===== config.mk =====
export PLATFORM = sky130hd
export DESIGN_NAME = pipe_ctrl
export DESIGN_NICKNAME = d
export VERILOG_FILES = /design/src/rtl/pipe_ctrl_pkg.sv /design/src/rtl/pipe_ctrl_retire_counter.sv /design/src/rtl/pipe_ctrl.sv
export SDC_FILE = /design/constraint.sdc
export NUM_CORES = 1
export LEC_CHECK = 0
export ABC_AREA = 1
export BUFFER_PORTS_ARGS = -buffer_cell sky130_fd_sc_hd__buf_2
export CORE_UTILIZATION = 51
export CTS_CLUSTER_SIZE = 40
export DETAILED_ROUTE_END_ITERATION = 8
export PLACE_DENSITY_LB_ADDON = 0.08
export SLEW_MARGIN = 10
export SYNTH_ARGS = -nofsm -noshare
export SYNTH_HDL_FRONTEND = slang
export SYNTH_SLANG_ARGS = --single-unit

===== constraint.sdc =====
create_clock -name clk -period 4.85 [get_ports clk]
set_input_delay 0.7275 -clock clk [delete_from_list [all_inputs] [get_ports clk]]
set_output_delay 0.7275 -clock clk [all_outputs]
set_load 0.03 [all_outputs]

===== src/rtl/pipe_ctrl_pkg.sv =====
// Stage index constants and defaults shared by the RV32I pipeline control slice.
package pipe_ctrl_pkg;

    localparam int unsigned STG_ID  = 0;
    localparam int unsigned STG_EX  = 1;
    localparam int unsigned STG_MEM = 2;
    localparam int unsigned STG_WB  = 3;
    localparam int unsigned STG_RET = 4;

    localparam int unsigned NUM_STAGES_DEF = STG_RET + 1;
    localparam int unsigned ORDER_W_DEF    = 64;

endpackage


===== src/rtl/pipe_ctrl_retire_counter.sv =====
// Retire order register: counts committed instructions, wraps at 2^ORDER_W.
module pipe_ctrl_retire_counter #(
    parameter int unsigned ORDER_W = 64
) (
    input  logic               clk,
    input  logic               rst,
    input  logic               inc,
    output logic [ORDER_W-1:0] order
);

    always_ff @(posedge clk or negedge rst) begin
        if (!rst) begin
            order <= '0;
        end else if (inc) begin
            order <= order + ORDER_W'(1);
        end
    end

endmodule


===== src/rtl/pipe_ctrl.sv =====
// In-order pipeline control: per-stage valid bits, elastic stall/bubble
// decisions, branch-redirect flush and retire ordering.
module pipe_ctrl
    import pipe_ctrl_pkg::*;
#(
    parameter int unsigned NUM_STAGES     = NUM_STAGES_DEF,
    parameter int unsigned REDIRECT_STAGE = STG_MEM,
    parameter int unsigned ORDER_W        = ORDER_W_DEF
) (
    input  logic                  clk,
    input  logic                  rst,
    input  logic                  fe_valid,
    output logic                  fe_pop,
    output logic                  flush_fe,
    input  logic [NUM_STAGES-1:0] stall_req,
    input  logic                  redirect,
    output logic [NUM_STAGES-1:0] stage_valid,
    output logic [NUM_STAGES-1:0] stage_en,
    output logic [NUM_STAGES-1:0] stage_bubble,
    output logic                  retire_valid,
    output logic [ORDER_W-1:0]    retire_order
);

    logic [NUM_STAGES-1:0] valid_q;
    logic [NUM_STAGES-1:0] valid_d;
    logic [NUM_STAGES:0]   ready;
    logic [NUM_STAGES-1:0] move;
    logic [NUM_STAGES-1:0] fill;
    logic                  fe_move;
    logic                  eff_redirect;

    // Backward ready chain: a stage accepts if empty, or if it drains this cycle.
    function automatic logic [NUM_STAGES:0] ready_chain(
        input logic [NUM_STAGES-1:0] v,
        input logic [NUM_STAGES-1:0] hold
    );
        logic [NUM_STAGES:0] r;
        r             = '0;
        r[NUM_STAGES] = 1'b1;
        for (int i = int'(NUM_STAGES) - 1; i >= 0; i--) begin
            r[i] = ~v[i] | (~hold[i] & r[i+1]);
        end
        return r;
    endfunction

    // Movement, redirect qualification and next valid state.
    always_comb begin
        ready        = ready_chain(valid_q, stall_req);
        move         = valid_q & ~stall_req & ready[NUM_STAGES:1];
        eff_redirect = redirect & move[REDIRECT_STAGE];
        fe_move      = fe_valid & ready[0] & ~eff_redirect;

        // fill[i]: a real instruction arrives at stage i this cycle
        fill = {move[NUM_STAGES-2:0], fe_move};
        if (eff_redirect) begin
            fill[REDIRECT_STAGE] = 1'b0;
        end

        valid_d = (fill & ready[NUM_STAGES-1:0]) | (valid_q & ~ready[NUM_STAGES-1:0]);
        if (eff_redirect) begin
            valid_d[REDIRECT_STAGE-1:0] = '0;
        end
    end

    always_ff @(posedge clk or negedge rst) begin
        if (!rst) begin
            valid_q <= '0;
        end else begin
            valid_q <= valid_d;
        end
    end

    // Reset dominates every combinational control output.
    assign stage_valid  = valid_q;
    assign stage_en     = ready[NUM_STAGES-1:0] & {NUM_STAGES{rst}};
    assign stage_bubble = ready[NUM_STAGES-1:0] & ~fill & {NUM_STAGES{rst}};
    assign fe_pop       = fe_move & rst;
    assign flush_fe     = eff_redirect & rst;
    assign retire_valid = move[NUM_STAGES-1] & rst;

    pipe_ctrl_retire_counter #(
        .ORDER_W (ORDER_W)
    ) u_retire_counter (
        .clk   (clk),
        .rst   (rst),
        .inc   (retire_valid),
        .order (retire_order)
    );

endmodule


Yosys cells after proc, flatten, opt, wreduce, memory -nomap -nowiden. Index checks and enable logic that the tools add are counted.

Output and inout port bits: 82. Input port bits: 9. Register bits after elaboration: 69. Word-level logic and storage cells: 42.

Add/sub/neg operators: 1. Bitwise gates (word level): 37. Muxes and demuxes: 2.

Operators by type and width (count): adder 64 x 1 -> 64 bit (second input constant) (1); AND 5 bit (7); NOT 5 bit (3); NOT 1 bit (11); AND 1 bit (10); OR 1 bit (5); OR 5 bit (1); 2-to-1 mux 2 bit (1); 2-to-1 mux 1 bit (1).

Longest topological paths before layout.
Depth after elaboration: 15. Depth in mapped cells: 11. Mapped depth without buffers: 11.

Cells and area by module. Synthesis repeated with hierarchy kept, for this count alone.

Cell total of the unflattened synthesis: 550. Area total of the unflattened synthesis: 4132.7 sq um.

By module, submodules not included: pipe_ctrl_retire_counter (instances 1, area an instance 3769.9 sq um, cells each 500, sequential area each 1601.5 sq um); pipe_ctrl (instances 1, area an instance 362.8 sq um, cells each 50, sequential area each 125.1 sq um).

Worst setup path after synthesis. No wires, ideal clock.

Path type: input to output. Start point: input port stall_req[4]. End point: output port fe_pop. Arrival time: 1.810 ns. Data required time: 4.123 ns. Path buffers: 0. Slack: 2.313 ns. Stages on the path: 11. Cells stage by stage: nand2_1 -> nand2_1 -> nand2_1 -> nand2_1 -> nand2_1 -> nand2_1 -> nand2_1 -> nand2_1 -> nand2_1 -> nand2_1 -> nor2_1.

Cells in the longest elaborated chain, start to end: 13. Elaborated cells between the ends (all ways): 16.

RTL lines: start, declared (line pipe_ctrl.sv:15) `input logic [NUM_STAGES-1:0] stall_req,`; NOT 1 bit * (line pipe_ctrl.sv:41) `r[i] = ~v[i] | (~hold[i] & r[i+1]);`; OR 1 bit * (line pipe_ctrl.sv:41); AND 1 bit * (line pipe_ctrl.sv:41); OR 1 bit * (line pipe_ctrl.sv:41); AND 1 bit (line pipe_ctrl.sv:41); OR 1 bit (line pipe_ctrl.sv:41); AND 1 bit (line pipe_ctrl.sv:41); OR 1 bit (line pipe_ctrl.sv:41); AND 1 bit (line pipe_ctrl.sv:41); OR 1 bit (line pipe_ctrl.sv:41); AND 1 bit (line pipe_ctrl.sv:51) `fe_move = fe_valid & ready[0] & ~eff_redirect;`; AND 1 bit * (line pipe_ctrl.sv:51); AND 1 bit * (line pipe_ctrl.sv:77) `assign fe_pop = fe_move & rst;`; end, declared (line pipe_ctrl.sv:13) `output logic fe_pop,`.

Mark *: on every way between the ends. The rest lies on a longest branch, timed or not.

Final worst setup path.
Start point: input port rst. End point: output port stage_en[2].

Cells in the longest elaborated chain, start to end: 1.

RTL lines: start, declared (line pipe_ctrl.sv:11) `input logic rst,`; AND 5 bit (line pipe_ctrl.sv:75) `assign stage_en = ready[NUM_STAGES-1:0] & {NUM_STAGES{rst}};`; end, declared (line pipe_ctrl.sv:18) `output logic [NUM_STAGES-1:0] stage_en,`.

Every way passes these cells.

==> results by group <==
Setup path
  • CP Max Fanout: 42
  • Worst EP arrival: 1970 ps
  • Critical Path RT: 4120 ps
  • WP buf/inv: 3
  • R2R setup slack: 2870 ps
  • Slowest CP cell: buf_4
  • Reg2Reg Launch Point: u_retire_counter.order[0]
  • CP top delay family: buffers and inverters
  • R2R Path End: u_retire_counter.order[48]
  • Worst setup path startpoint: rst
  • Crit path launch type: primary input
  • Worst path depth: 4
  • Setup crit end: stage_en[2]
  • Crit Path Class: in2out
  • Worst path max stage delay: 420 ps
  • Worst Setup End Kind: primary output
  • R2r worst-path depth: 10
  • Cell Chain, Critical Path: buf_4, clkinv_1, a21oi_1, buf_2

Yosys
  • Distinct cells, synth: 25
  • Synthesized flop and latch total: 69
  • Sequential cell area fraction in the yosys report: 41.3%
  • Yosys top cell area share: 41.3%
  • YS warnings: 0
  • Synth area leader: dfrtp_1
  • Syn Inst Count: 586
  • Mapped Nets: 596
  • Post-Syn Area: 0.00418 sq mm
  • Syn Area/Cell: 7.14 sq um
  • Largest cells by area after synthesis: dfrtp_1 (41%), nand2_1 (18%), nor2_1 (8.4%)

Power
  • Lkg Pwr: 2.44 nW
  • Flop pwr share: 47.9%
  • Switching power: 495 uW
  • P per Cell Area: 280 mW/mm^2
  • Pint: 891 uW
  • Clock power share: 31.2%
  • Sw Share: 35.7%
  • Max VDD drop: 0.225 mV
  • Total chip power: 1.39 mW
  • Gate power share: 20.9%

Clock network
  • Worst-Skew Late Latency: 360 ps
  • CTS tree: yes
  • Post-CTS Setup Bufs: 0
  • Bufs on Longest Clock Path: 2
  • Hold Buf Count CTS: 0
  • H-tree level count: 3
  • CTS Buf Count: 9
  • Clock root buffer: clkbuf_8
  • Worst-path clk slew: 90 ps
  • Post_cts resized: 0
  • TritonCTS Sinks: 69

Place
  • Detail Placement HPWL: 8560 um
  • Placed cell count: 778
  • RD Place Congestion: 0.884
  • Cell Area, Placed: 0.00477 sq mm
  • DP Worst Slack: 2130 ps
  • PortBufs: 90

STA
  • Worst-Margin Slew: 515 ps
  • Setup Skew: 17.6 ps
  • Max Slew Vio Count: 0
  • Worst Hold Slack: 347 ps
  • Final Hold Vio Count: 0
  • Crit share post-route: 55.6%
  • Final Setup Violations: 0
  • Fin crit period: 2700 ps
  • Slew HR: 65.7%
  • Setup TNS: 0 ps
  • Fmax: 371 MHz
  • Unrepaired setup endpoints after global routing: false
  • Worst setup margin: 2150 ps

Floorplanning
  • I/O pins: 91
  • Starting Density: 53.3%
  • FP Rows: 32
  • Die area: 0.00857 sq mm
  • Total core area: 0.00785 sq mm
  • Die height: 92.6 um
  • Chip Width: 92.6 um

Final layout
  • Commonest cells after routing, fill and taps aside: nand2_1 (197), nor2_1 (94), buf_2 (89), inv_1 (73), dfrtp_1 (69)
  • Reg area: 0.00173 sq mm
  • Core Util, Final: 63.0%
  • Most common cell after layout, fill and taps aside: nand2_1
  • N_diodes: 0
  • P&R area growth vs syn: 18.2%
  • Layout Cells excl Fill: 794
  • Layout cells sized above 1: 19.1%
  • Final Net Count: 697
  • Footprint of the multi-input gates: 0.00218 sq mm
  • Final Cell Area: 0.00495 sq mm
  • # fillers: 803

Global routing
  • First-pass GRT wire length: 17900 um
  • Total track usage: 27.1%
  • Initial antenna violation count: 0
  • GRT overflow: 0
  • Largest net degree at the start of global routing: 43
  • Vias in the first global route: 3685

Route
  • Drt wl/cell: 13.8 um
  • Via count: 4112
  • DRC violations left: 0
  • Remaining antenna violation count: 0
  • DR vias/cell: 5.18
  • Starting DRT DRC Count: 198
  • DRT Pass-1 Iters: 5
  • DRT Wirelength: 10900 um

Status
  • Status: complete, no violations

Min path
  • Hold WC Path Type: in2async

Job
  • Maxcap violations: 0
-- worst register-to-register path: stages, from the launching register on --
cell and delay, ps:
dfrtp_1 450, ha_1 220, inv_1 50, nor2_1 220, nand4_1 120, nor2_1 310, nand2_1 180, inv_1 160
nand2_1 60, nand2_1 60, nand2_1 50
-- state kept, by name, indices dropped and copies added, names as in the netlist, named ones only --
register                count
stage_valid                 2
u_retire_counter.order     64
-- layer usage --
| metal | vias up | track usage, % | share of wire, % |
|---|---|---|---|
| met2 | 156 | 42.2 | 46 |
| met3 | 30 | 4.52 | 6.1 |
| li1 | 2040 | - | - |
| met5 | - | 0 | 0 |
| met1 | 1886 | 37.6 | 45 |
| met4 | 0 | 10.9 | 3.1 |
-- worst min-delay path by stage --
stage,depth (start not counted),slack (ps),from,to
2_1_floorplan,0,430,rst,asynchronous set/reset pin
3_5_place_dp,2,490,u_retire_counter.order[63],u_retire_counter.order[63]
4_1_cts,1,360,rst,u_retire_counter.order[10]
5_1_grt,1,390,rst,u_retire_counter.order[10]
6_report,1,350,rst,u_retire_counter.order[24]
3_3_place_gp,2,480,u_retire_counter.order[63],u_retire_counter.order[63]
-- cell usage after synthesis --
cell      instances
nand4_1          27
o21ai_0           8
ha_1              1
nand2_1         197
nand3_2           6
nor2_4            7
clkinv_1          1
xnor2_1          25
nor2_1           94
nand2_4           1
nor3_1            7
buf_1             1
nand3b_1          8
o21ai_1           1
nand2_2           2
dfrtp_1          69
nor2_8            1
o31ai_1           1
nor3b_1           3
nor2_2            9
nand3_1          23
a21oi_1           6
nor4_1            1
inv_1            73
xor2_1           14
-- layout make-up --
type                    count  share of cell area (%)
repair buffers             91                    9.31
clock inverters             5                   0.734
inverters                  74                    5.62
flip-flops and latches     69                    34.9
clock buffers              11                    2.86
multi-input cells         442                    44.0
well taps                 102                    2.58
-- power groups by stage --
stage          clock, mW  combinational [mW]  sequential [mW]
6_report           0.432               0.289            0.664
3_5_place_dp           0               0.292            0.674
4_1_cts            0.436               0.293            0.663
3_3_place_gp           0               0.286            0.672
2_1_floorplan          0               0.129            0.739
5_1_grt            0.463               0.313            0.669
-- cell families after synthesis --
group	count (synthesis)	share of synthesized area, %
DFF	69	41.3
adders and majority gates	1	0.299
AOI/OAI and AO/OA	16	1.97
and+or+nand+nor	386	41.6
buffers and inverters	75	6.73
xor gates and xnor gates	39	8.16
Power figures use the tool's default switching activity.
